File: config.mk
export PLATFORM = sky130hd
export DESIGN_NAME = mips_mc_controller
export DESIGN_NICKNAME = d
export VERILOG_FILES = /design/src/rtl/mips_mc_controller.sv
export SDC_FILE = /design/constraint.sdc
export NUM_CORES = 1
export LEC_CHECK = 0
export BUFFER_PORTS_ARGS = -buffer_cell sky130_fd_sc_hd__buf_2
export CELL_PAD_IN_SITES_DETAIL_PLACEMENT = 1
export CELL_PAD_IN_SITES_GLOBAL_PLACEMENT = 2
export CORE_MARGIN = 4
export CORE_UTILIZATION = 27
export CTS_CLUSTER_DIAMETER = 60
export DETAILED_ROUTE_END_ITERATION = 6
export PLACE_DENSITY_LB_ADDON = 0.1
export SKIP_LAST_GASP = 1
export SYNTH_ARGS = -nofsm -noshare
export SYNTH_HDL_FRONTEND = slang
export SYNTH_SLANG_ARGS = --single-unit
export TNS_END_PERCENT = 5
File: constraint.sdc
create_clock -name clk -period 5.3 [get_ports clk]
set_clock_uncertainty 0.2 [all_clocks]
set_input_delay 1.06 -clock clk [delete_from_list [all_inputs] [get_ports clk]]
set_output_delay 1.06 -clock clk [all_outputs]
set_load 0.1 [all_outputs]
File: src/rtl/mips_mc_controller.sv
// Multicycle MIPS control FSM: sequences fetch/decode/execute/memory/writeback,
// drives the datapath strobes and the ALU operation code, and raises traps.
module mips_mc_controller #(
  parameter int selBits = 4
) (
  input  logic               clk,
  input  logic               rst,
  input  logic [5:0]         opcode,
  input  logic [5:0]         funct,
  input  logic               zero,
  input  logic               ovf,
  output logic               iord,
  output logic               mem_write,
  output logic               ir_write,
  output logic               reg_write,
  output logic               reg_dst,
  output logic               mem_to_reg,
  output logic               alu_src_a,
  output logic [1:0]         alu_src_b,
  output logic               ext_op,
  output logic [1:0]         pc_src,
  output logic               pc_en,
  output logic [selBits-1:0] alu_sel,
  output logic               exc,
  output logic [1:0]         exc_cause
);

  typedef enum logic [3:0] {
    S_FETCH, S_DECODE, S_MEMADR, S_MEMRD, S_MEMWB, S_MEMWR,
    S_EXEC, S_RWB, S_IEXEC, S_IWB, S_BRANCH, S_JUMP, S_EXC
  } state_t;

  localparam logic [3:0] ALU_ADD  = 4'd0,  ALU_SUB  = 4'd1,  ALU_SLL = 4'd2,
                         ALU_SRL  = 4'd3,  ALU_SLLV = 4'd4,  ALU_SRLV = 4'd5,
                         ALU_SRA  = 4'd6,  ALU_AND  = 4'd7,  ALU_OR  = 4'd8,
                         ALU_XOR  = 4'd9,  ALU_SRAV = 4'd11;

  state_t     state_reg, state_next;
  logic [1:0] exc_cause_reg, cause_next;
  logic [3:0] r_alu, i_alu, alu_code;
  logic       funct_ok, trap_r, trap_i;
  logic       mem_write_s, ir_write_s, reg_write_s, pc_en_s, exc_s;

  always_comb begin
    funct_ok = 1'b1;
    r_alu    = ALU_ADD;
    case (funct)
      6'h20, 6'h21: r_alu = ALU_ADD;
      6'h22, 6'h23: r_alu = ALU_SUB;
      6'h24:        r_alu = ALU_AND;
      6'h25:        r_alu = ALU_OR;
      6'h26:        r_alu = ALU_XOR;
      6'h00:        r_alu = ALU_SLL;
      6'h02:        r_alu = ALU_SRL;
      6'h03:        r_alu = ALU_SRA;
      6'h04:        r_alu = ALU_SLLV;
      6'h06:        r_alu = ALU_SRLV;
      6'h07:        r_alu = ALU_SRAV;
      default:      funct_ok = 1'b0;
    endcase
    case (opcode)
      6'h0C:   i_alu = ALU_AND;
      6'h0D:   i_alu = ALU_OR;
      6'h0E:   i_alu = ALU_XOR;
      default: i_alu = ALU_ADD;
    endcase
    // Only the signed forms trap; addu/subu ignore the overflow flag.
    trap_r = ovf && (funct == 6'h20 || funct == 6'h22);
    trap_i = ovf && (opcode == 6'h08);
  end

  always_comb begin
    state_next = S_FETCH;
    case (state_reg)
      S_FETCH:  state_next = S_DECODE;
      S_DECODE: begin
        case (opcode)
          6'h23, 6'h2B:             state_next = S_MEMADR;
          6'h00:                    state_next = funct_ok ? S_EXEC : S_EXC;
          6'h04, 6'h05:             state_next = S_BRANCH;
          6'h08, 6'h0C, 6'h0D, 6'h0E: state_next = S_IEXEC;
          6'h02:                    state_next = S_JUMP;
          default:                  state_next = S_EXC;
        endcase
      end
      S_MEMADR: state_next = (opcode == 6'h2B) ? S_MEMWR : S_MEMRD;
      S_MEMRD:  state_next = S_MEMWB;
      S_EXEC:   state_next = trap_r ? S_EXC : S_RWB;
      S_IEXEC:  state_next = trap_i ? S_EXC : S_IWB;
      default:  state_next = S_FETCH;
    endcase
    // Exceptions entered from DECODE are illegal opcodes/functs; the rest are overflow.
    cause_next = (state_reg == S_DECODE) ? 2'b10 : 2'b01;
  end

  always_ff @(posedge clk) begin
    if (rst) begin
      state_reg     <= S_FETCH;
      exc_cause_reg <= 2'b00;
    end else begin
      state_reg <= state_next;
      if (state_next == S_EXC)
        exc_cause_reg <= cause_next;
    end
  end

  always_comb begin
    iord        = 1'b0;
    mem_write_s = 1'b0;
    ir_write_s  = 1'b0;
    reg_write_s = 1'b0;
    reg_dst     = 1'b0;
    mem_to_reg  = 1'b0;
    alu_src_a   = 1'b0;
    alu_src_b   = 2'b00;
    ext_op      = 1'b0;
    pc_src      = 2'b00;
    pc_en_s     = 1'b0;
    exc_s       = 1'b0;
    alu_code    = ALU_ADD;
    case (state_reg)
      S_FETCH:  begin ir_write_s = 1'b1; alu_src_b = 2'b01; pc_en_s = 1'b1; end
      S_DECODE: alu_src_b = 2'b11;
      S_MEMADR: begin alu_src_a = 1'b1; alu_src_b = 2'b10; end
      S_MEMRD:  iord = 1'b1;
      S_MEMWB:  begin reg_write_s = 1'b1; mem_to_reg = 1'b1; end
      S_MEMWR:  begin iord = 1'b1; mem_write_s = 1'b1; end
      S_EXEC:   begin alu_src_a = 1'b1; alu_code = r_alu; end
      S_RWB:    begin reg_write_s = 1'b1; reg_dst = 1'b1; end
      S_IEXEC:  begin
        alu_src_a = 1'b1;
        alu_src_b = 2'b10;
        ext_op    = (opcode != 6'h08);
        alu_code  = i_alu;
      end
      S_IWB:    reg_write_s = 1'b1;
      S_BRANCH: begin
        alu_src_a = 1'b1;
        alu_code  = ALU_SUB;
        pc_src    = 2'b01;
        pc_en_s   = (opcode == 6'h05) ? ~zero : zero;
      end
      S_JUMP:   begin pc_src = 2'b10; pc_en_s = 1'b1; end
      S_EXC:    begin pc_src = 2'b11; pc_en_s = 1'b1; exc_s = 1'b1; end
      default:  ;
    endcase
  end

  assign mem_write = mem_write_s & ~rst;
  assign ir_write  = ir_write_s  & ~rst;
  assign reg_write = reg_write_s & ~rst;
  assign pc_en     = pc_en_s     & ~rst;
  assign exc       = exc_s       & ~rst;
  assign alu_sel   = selBits'(alu_code);
  assign exc_cause = exc_cause_reg;

endmodule
==> results of run 1 <==
[cell type report]
cell class	instances	area share, %
clock buffers	3	1.96
inverters	4	1.31
multi-input cells	118	66.0
flip-flops and latches	6	10.5
well taps	46	5.01
repair buffers	35	15.3
[layout by cell type (no fill, tap or decap), drive strengths merged, types with 3 or more instances in the layout]
cell | netlist | layout
nor2 | 17 | 17
a31oi | 7 | 7
a21oi | 8 | 8
inv | 4 | 4
o21ai | 7 | 7
nor3b | 3 | 3
buf | 8 | 35
nor3 | 9 | 9
nand2 | 11 | 11
nor2b | 6 | 6
dfxtp | 6 | 6
clkbuf | 4 | 3
nand2b | 9 | 9
[synthesized netlist by cell type, types with 2 or more instances]
master,instances
nor2_1,16
nand2_1,11
nand2b_1,9
nor3_1,9
a21oi_1,8
a31oi_1,7
dfxtp_1,6
nor2b_1,6
o21ai_0,6
buf_2,4
clkbuf_1,4
inv_1,4
a211oi_1,2
a22oi_1,2
and2_1,2
buf_1,2
buf_6,2
mux2i_1,2
nand3_1,2
nand4_1,2
nand4b_1,2
nor3b_1,2
o41ai_1,2
or2_1,2
[critical path, cell delays in order]
cell and delay [ns]:
buf_2 0.13, nor3_1 0.37, a311oi_1 0.15, o41ai_1 0.33, a22oi_1 0.11, nor2_1 0.11
buf_2 0.43
[where the power goes]
group | switching [mW] | leakage [nW] | internal (mW)
registers | 0.0494 | 0.0490 | 0.0573
clock network | 0.0161 | 0.0138 | 0.0256
logic | 0.344 | 0.395 | 0.102
[through the flow]
stage	hold slack, ns	instances
global placement	0.259	209
finish	0.290	212
detailed placement	0.287	209
global route	0.307	212
CTS	0.295	212
floorplan	0.397	140
[per-layer routing]
layer | up-vias | global-route usage [%]
met1 | 537 | 19.9
met2 | 18 | 26.0
li1 | 567 | -
met4 | 0 | 1.52
met5 | - | 0
met3 | 3 | 3.33
[cells by family after synthesis]
group	Yosys count
AOI/OAI and AO/OA	40
DFF	6
xor gates and xnor gates	2
muxes	3
and+or+nand+nor	73
buffers and inverters	16
[path summary, 6_finish.rpt]
| path | startpoint | to | slack, ns | cells past startpoint |
|---|---|---|---|---|
| worst max-delay path | opcode[3] | pc_en | 1.35 | 7 |
| worst min-delay path | exc_cause[1] | exc_cause[1] | 0.29 | 2 |
| worst max register to register | state_reg[2] | exc_cause[0] | 2.92 | 4 |
| worst min register to register | exc_cause[1] | exc_cause[1] | 0.29 | 2 |
==> flow_summary.toml, run 1 <==
[setup_path]
required_ns = 4.04
crit_path_end_kind = "primary output"
worst-setup-path-type = "input pin to primary output"
cp-start-kind = "input pin"
cp.arrival_ns = 2.69
worstPathMaxFanout = 6

[global_routing]
antenna_found_initial = 0
grt_overflow = 0
grt_pass1_wl_um = 5350
grt_max_degree = 20
grt.total_usage_pct = 15.1
grt_pass1_vias = 1105

[logic_synthesis]
synth_top_area_cell = "dfxtp_1"
syn_area_um2 = 952
synth.distinct_cells = 50
avgSynthCellArea_um2 = 6.80
ys_warn_count = 0
synth_cells = 140
synth_compound_area_share_pct = 29.2
async_reset_ff_share_pct = 0
synth-seq-cells = 6
synth_top_family_by_area = "simple AND/OR/NAND/NOR gates"
ys_top_cells_by_area = "dfxtp_1 (13%), nor2_1 (6.3%), nand2b_1 (5.9%), nor3_1 (4.7%), a31oi_1 (4.6%)"
yosysTopAreaCellShare_pct = 12.6
synth_ff_type = "dfxtp_1"
muxShareOfSynthArea_pct = 3.68
yosys.area_share.simple_pct = 44.3
syn_nets = 156
synth_xor_area_share_pct = 1.84
synth_seq_area_share_pct = 12.6
synth_fa_ha_area_share_pct = 0
synth_edf_count = 0

[finish]
final_util_pct = 34.2
syn2layout_area_growth_pct = 20.6
fin_area_mm2 = 0.00115
drive_above_1_share_pct = 27.7
fillers = 466
largest_register_ffs = 4
multi_input_area_um2 = 758
diodes = 0
seq_area_um2 = 120
final_nets = 184

[cts]
numClockSinks = 6
postCtsResizedCells = 0
ctsHoldBuffers = 0
cts_buffers = 3
h-tree-depth = 1
path_clk_slew_ns = 0.04
clk_path_buf_depth = 2
clockRootBuffer = "clkbuf_4"
clock_latency_ns = 0.24
cts_tree = "done"
post_cts_buffers = 0

[detailed_routing]
drt-pass1-iter-count = 4
final_antenna_net_count = 0
via_count = 1125
routed_wl_um = 3150
wl_met2_um = 1550
wl_met1_um = 1460
first_iter_violations = 59
wire_per_inst_um = 14.8
route.top_layer_used = "met4"
vias_per_cell = 5.31
drcViolationCount = 0
wl_met3_um = 123

[timing]
final-max-slew-violation-count = 0
tns_ns = 0
min_period_ns = 3.95
setup_slack_ns = 1.35
setup_viol_count_final = 0
hold_viol = 0
fin_crit_sh_pct = 74.5
worstMarginPinSlew_ns = 0.709
rsz0062_at_grt = "no"
max_slew_margin_pct = 52.7
fmax_mhz = 253

[placed_design]
place_congestion = 0.846
hpwl_um = 2500
place_ws_ns = 1.36
placed_area_mm2 = 0.00113
port_buffers = 35

[floorplanning]
fp.coreArea_mm2 = 0.00336
die_area_mm2 = 0.00454
rows = 21
die_width_um = 67.4
start_util_pct = 28.3
die_y_um = 67.4
io-pin-count = 36

[outcome]
status = "complete, no violations"

[power]
totalPowerFinal_mw = 0.594
peakVddDrop_mv = 0.214
leakage_nw = 0.457
p_per_area_mw_per_mm2 = 517

[worst_hold_path]
hp-class = "register to register"

[run]
cap_viol_max_count = 0
Note: power is estimated with default switching activity, not from simulation.
==> inputs of run 2 (changes only) <==
--- a/config.mk
+++ b/config.mk
@@ -9,7 +9,7 @@
 export CELL_PAD_IN_SITES_DETAIL_PLACEMENT = 1
 export CELL_PAD_IN_SITES_GLOBAL_PLACEMENT = 2
 export CORE_MARGIN = 4
-export CORE_UTILIZATION = 27
+export CORE_UTILIZATION = 25
 export CTS_CLUSTER_DIAMETER = 60
 export DETAILED_ROUTE_END_ITERATION = 6
 export PLACE_DENSITY_LB_ADDON = 0.1
==> constraint.sdc (replaced) <==
create_clock -name clk -period 3.7 [get_ports clk]
set_clock_uncertainty 0.2 [all_clocks]
set_input_delay 0.74 -clock clk [delete_from_list [all_inputs] [get_ports clk]]
set_output_delay 0.74 -clock clk [all_outputs]
set_load 0.1 [all_outputs]
==> flow_summary.toml, run 2 (synthesis results as in run 1) <==
[setup_path]
worst-setup-path-type = "input pin to primary output"
cp-start-kind = "input pin"
cp.arrival_ns = 2.43
worstPathMaxFanout = 6
max_stage_delay_ns = 0.43
r2r-start = "state_reg[0]"
crit_path_end_kind = "primary output"
r2r_cells = 6
path_cells = "buf_2 > nor3_1 > a311oi_1 > o41ai_1 > a22oi_1 > nor2_1 > buf_2"
required_ns = 2.76
cp-endpoint = "pc_en"
cp_top_family = "compound AO/OA/AOI/OAI gates"
cp_num_buf_inv = 2
path_common_cell = "buf_2"
regToRegEndpoint = "exc_cause[0]"
cpMaxStageDelayCell = "buf_2"
path_depth = 7
rrSetupSlack_ns = 1.45
crit_start = "opcode[3]"

[timing]
max_slew_margin_pct = 67.3
final-max-slew-violation-count = 0
tns_ns = 0
fin_crit_sh_pct = 91.0
min_period_ns = 3.37
setup_viol_count_final = 0
rsz0062_at_grt = "no"
setup_slack_ns = 0.335
fmax_mhz = 297
hold_viol = 0
whs_ns = 0.284
worstMarginPinSlew_ns = 0.494

[detailed_routing]
routed_wl_um = 3340
drcViolationCount = 0
via_count = 1158
drt-pass1-iter-count = 4
vias_per_cell = 5.29
first_iter_violations = 73
wire_per_inst_um = 15.2
final_antenna_net_count = 0

[placed_design]
place_ws_ns = 0.330
port_buffers = 35
hpwl_um = 2640
placed_area_mm2 = 0.00117
place_inst = 216
place_congestion = 0.837

[outcome]
status = "complete, no violations"

[power]
leakage_nw = 0.492
p_per_area_mw_per_mm2 = 760
totalPowerFinal_mw = 0.917
peakVddDrop_mv = 0.402

[global_routing]
grt.total_usage_pct = 13.7
grt_overflow = 0
antenna_found_initial = 0
grt_pass1_wl_um = 5580
grt_pass1_vias = 1153
grt_max_degree = 14

[finish]
stdcell_count = 219
multi_input_area_um2 = 758
layout_commonest_cell = "buf_2"
seq_area_um2 = 120
syn2layout_area_growth_pct = 26.8
largest_register_ffs = 4
drive_above_1_share_pct = 29.8
diodes = 0
fillers = 481
fin_area_mm2 = 0.00121
final_nets = 189
final_cell_mix = "buf_2 (35), nor2_1 (16), nand2_1 (11), nand2b_1 (9), nor3_1 (9)"
final_util_pct = 33.0

[cts]
cts_buffers = 3
post_cts_buffers = 0
ctsHoldBuffers = 0
postCtsResizedCells = 0
clk_path_buf_depth = 2
h-tree-depth = 1
numClockSinks = 6
cts_tree = "done"
clockRootBuffer = "clkbuf_8"
clock_latency_ns = 0.23
path_clk_slew_ns = 0.04

[floorplanning]
die_area_mm2 = 0.00486
start_util_pct = 26.0
fp.coreArea_mm2 = 0.00366
die_y_um = 69.7
rows = 22
die_width_um = 69.7
io-pin-count = 36

[run]
cap_viol_max_count = 0

[worst_hold_path]
hp-class = "register to register"
-- run 2: changes by cell type in the layout (fill, tap and decap cells not counted) --
cell      delta
buf_4        +5
clkbuf_4     -3
clkbuf_8     +3
-- run 2: worst register-to-register path: cells and delay by family (launching register included) --
kind	cells	cell delay, ns
multiplexers	1	0.33
AND/OR/NAND/NOR	3	0.65
AO/OA/AOI/OAI	1	0.32
flip-flops	1	0.41
buffers and inverters	1	0.23
-- run 2: worst min path at each step --
stage,startpoint,end,slack [ns],cells past startpoint
global placement,exc_cause[1],exc_cause[1],0.26,2
detailed placement,exc_cause[1],exc_cause[1],0.27,2
finish,exc_cause[1],exc_cause[1],0.28,2
floorplan,state_reg[0],state_reg[2],0.40,3
global route,exc_cause[1],exc_cause[1],0.32,2
CTS,exc_cause[1],exc_cause[1],0.29,2
-- run 2: report_power, final --
group          total, mW  internal [mW]  switching (mW)  leakage, nW
Combinational      0.696          0.165           0.530        0.421
Sequential         0.119         0.0822          0.0364       0.0490
Clock              0.103         0.0703          0.0328       0.0216
Total              0.917          0.318           0.599        0.492
-- run 2: layer usage --
layer  global-route usage [%]  routed length [um]  up-vias
li1                         -                   -      574
met1                     18.2                1610      551
met2                     22.7                1550       28
met3                     2.03                 137        5
met4                     4.47                  43        0
met5                        0                   0        -
-- run 2: area by class of cell --
type                       count  share of cell area, %
sequential                     6                   9.95
clock buffer                   3                   3.42
timing repair buffer          40                   17.6
inverter                       4                   1.24
tap                           48                   4.97
multi-input combinational    118                   62.8
==> inputs of run 3 (changes only) <==
==> constraint.sdc (replaced) <==
create_clock -name clk -period 3.7 [get_ports clk]
set_clock_uncertainty 0.2 [all_clocks]
set_input_delay 0.185 -clock clk [delete_from_list [all_inputs] [get_ports clk]]
set_output_delay 0.185 -clock clk [all_outputs]
set_load 0.1 [all_outputs]
==> flow_summary.toml, run 3 (synthesis results as in run 1) <==
[placed_design]
place_inst = 211
placed_area_mm2 = 0.00113
port_buffers = 35
place_ws_ns = 1.18
hpwl_um = 2510
place_congestion = 0.810

[cts]
clk_path_buf_depth = 2
clockRootBuffer = "clkbuf_8"
cts_tree = "done"
post_cts_buffers = 0
clock_latency_ns = 0.21
h-tree-depth = 1
ctsHoldBuffers = 0
path_clk_slew_ns = 0.04
cts_buffers = 3
postCtsResizedCells = 0
numClockSinks = 6

[finish]
stdcell_count = 214
layout_commonest_cell = "buf_2"
largest_register_ffs = 4
drive_above_1_share_pct = 27.7
final_nets = 184
fin_area_mm2 = 0.00117
final_cell_mix = "buf_2 (35), nor2_1 (16), nand2_1 (11), nand2b_1 (9), nor3_1 (9)"
fillers = 477
diodes = 0
seq_area_um2 = 120
final_util_pct = 32.0
syn2layout_area_growth_pct = 22.9
multi_input_area_um2 = 758

[power]
leakage_nw = 0.465
peakVddDrop_mv = 0.383
p_per_area_mw_per_mm2 = 756
totalPowerFinal_mw = 0.885

[setup_path]
max_stage_delay_ns = 0.76
required_ns = 3.31
cp-start-kind = "register"
path_cells = "nor2b_1 > o2111ai_1 > o21ai_0 > buf_2"
cp.arrival_ns = 2.35
cpMaxStageDelayCell = "dfxtp_1"
worst-setup-path-type = "register to primary output"
worstPathMaxFanout = 19
cp_top_family = "flip-flops"
crit_path_end_kind = "primary output"
cp_num_buf_inv = 1

[detailed_routing]
final_antenna_net_count = 0
drt-pass1-iter-count = 3
wire_per_inst_um = 14.7
first_iter_violations = 63
via_count = 1108
drcViolationCount = 0
wl_met2_um = 1500
wl_met1_um = 1560
wl_met3_um = 87
vias_per_cell = 5.18
route.top_layer_used = "met3"
routed_wl_um = 3150

[timing]
final-max-slew-violation-count = 0
max_slew_margin_pct = 53.7
rsz0062_at_grt = "no"
fmax_mhz = 366
whs_ns = 0.106
setup_viol_count_final = 0
tns_ns = 0
setup_slack_ns = 0.966
worstMarginPinSlew_ns = 0.694
min_period_ns = 2.73
hold_viol = 0
fin_crit_sh_pct = 73.9

[global_routing]
antenna_found_initial = 0
grt_pass1_vias = 1154
grt_overflow = 0
grt_pass1_wl_um = 5530
grt_max_degree = 20
grt.total_usage_pct = 13.3

[floorplanning]
start_util_pct = 26.0
io-pin-count = 36
die_y_um = 69.7
fp.coreArea_mm2 = 0.00366
rows = 22
die_width_um = 69.7
die_area_mm2 = 0.00486

[outcome]
status = "complete, no violations"

[run]
cap_viol_max_count = 0

[worst_hold_path]
hp-class = "input pin to register"
==> run 3: cell types whose count changed in the layout (fill, tap and decap cells not counted) <==
cell   previous run  this run
buf_4             5         0
==> run 3: layer usage <==
layer  vias to the layer above  track usage (%)
li1                        570                -
met1                       518             19.2
met2                        20             21.7
met3                         0             1.74
met4                         0             1.28
met5                         -                0
==> run 3: report_power, final <==
| part | internal [mW] | total, mW | switching (mW) |
|---|---|---|---|
| Sequential | 0.0822 | 0.154 | 0.0720 |
| Clock | 0.0697 | 0.0951 | 0.0254 |
| Combinational | 0.146 | 0.635 | 0.489 |
==> run 3: final cells by class <==
cell class	count	area share [%]
multi-input combinational	118	64.8
timing repair buffer	35	15.0
sequential	6	10.3
tap	48	5.13
clock buffer	3	3.53
inverter	4	1.28
==> run 3: final timing paths <==
| path | start | end | slack [ns] | depth (start not counted) |
|---|---|---|---|---|
| worst min-delay path | ovf | state_reg[0] | 0.11 | 4 |
| worst min register to register | exc_cause[1] | exc_cause[1] | 0.28 | 2 |
| worst max register to register | state_reg[3] | exc_cause[0] | 1.35 | 5 |
| worst max-delay path | state_reg[2] | alu_sel[1] | 0.97 | 4 |
==> run 3: tightest hold or removal path: cells and delay by family <==
kind | cells | cell delay [ns]
AND/OR/NAND/NOR | 2 | 0.12
buffers and inverters | 1 | 0.11
AO/OA/AOI/OAI | 1 | 0.06
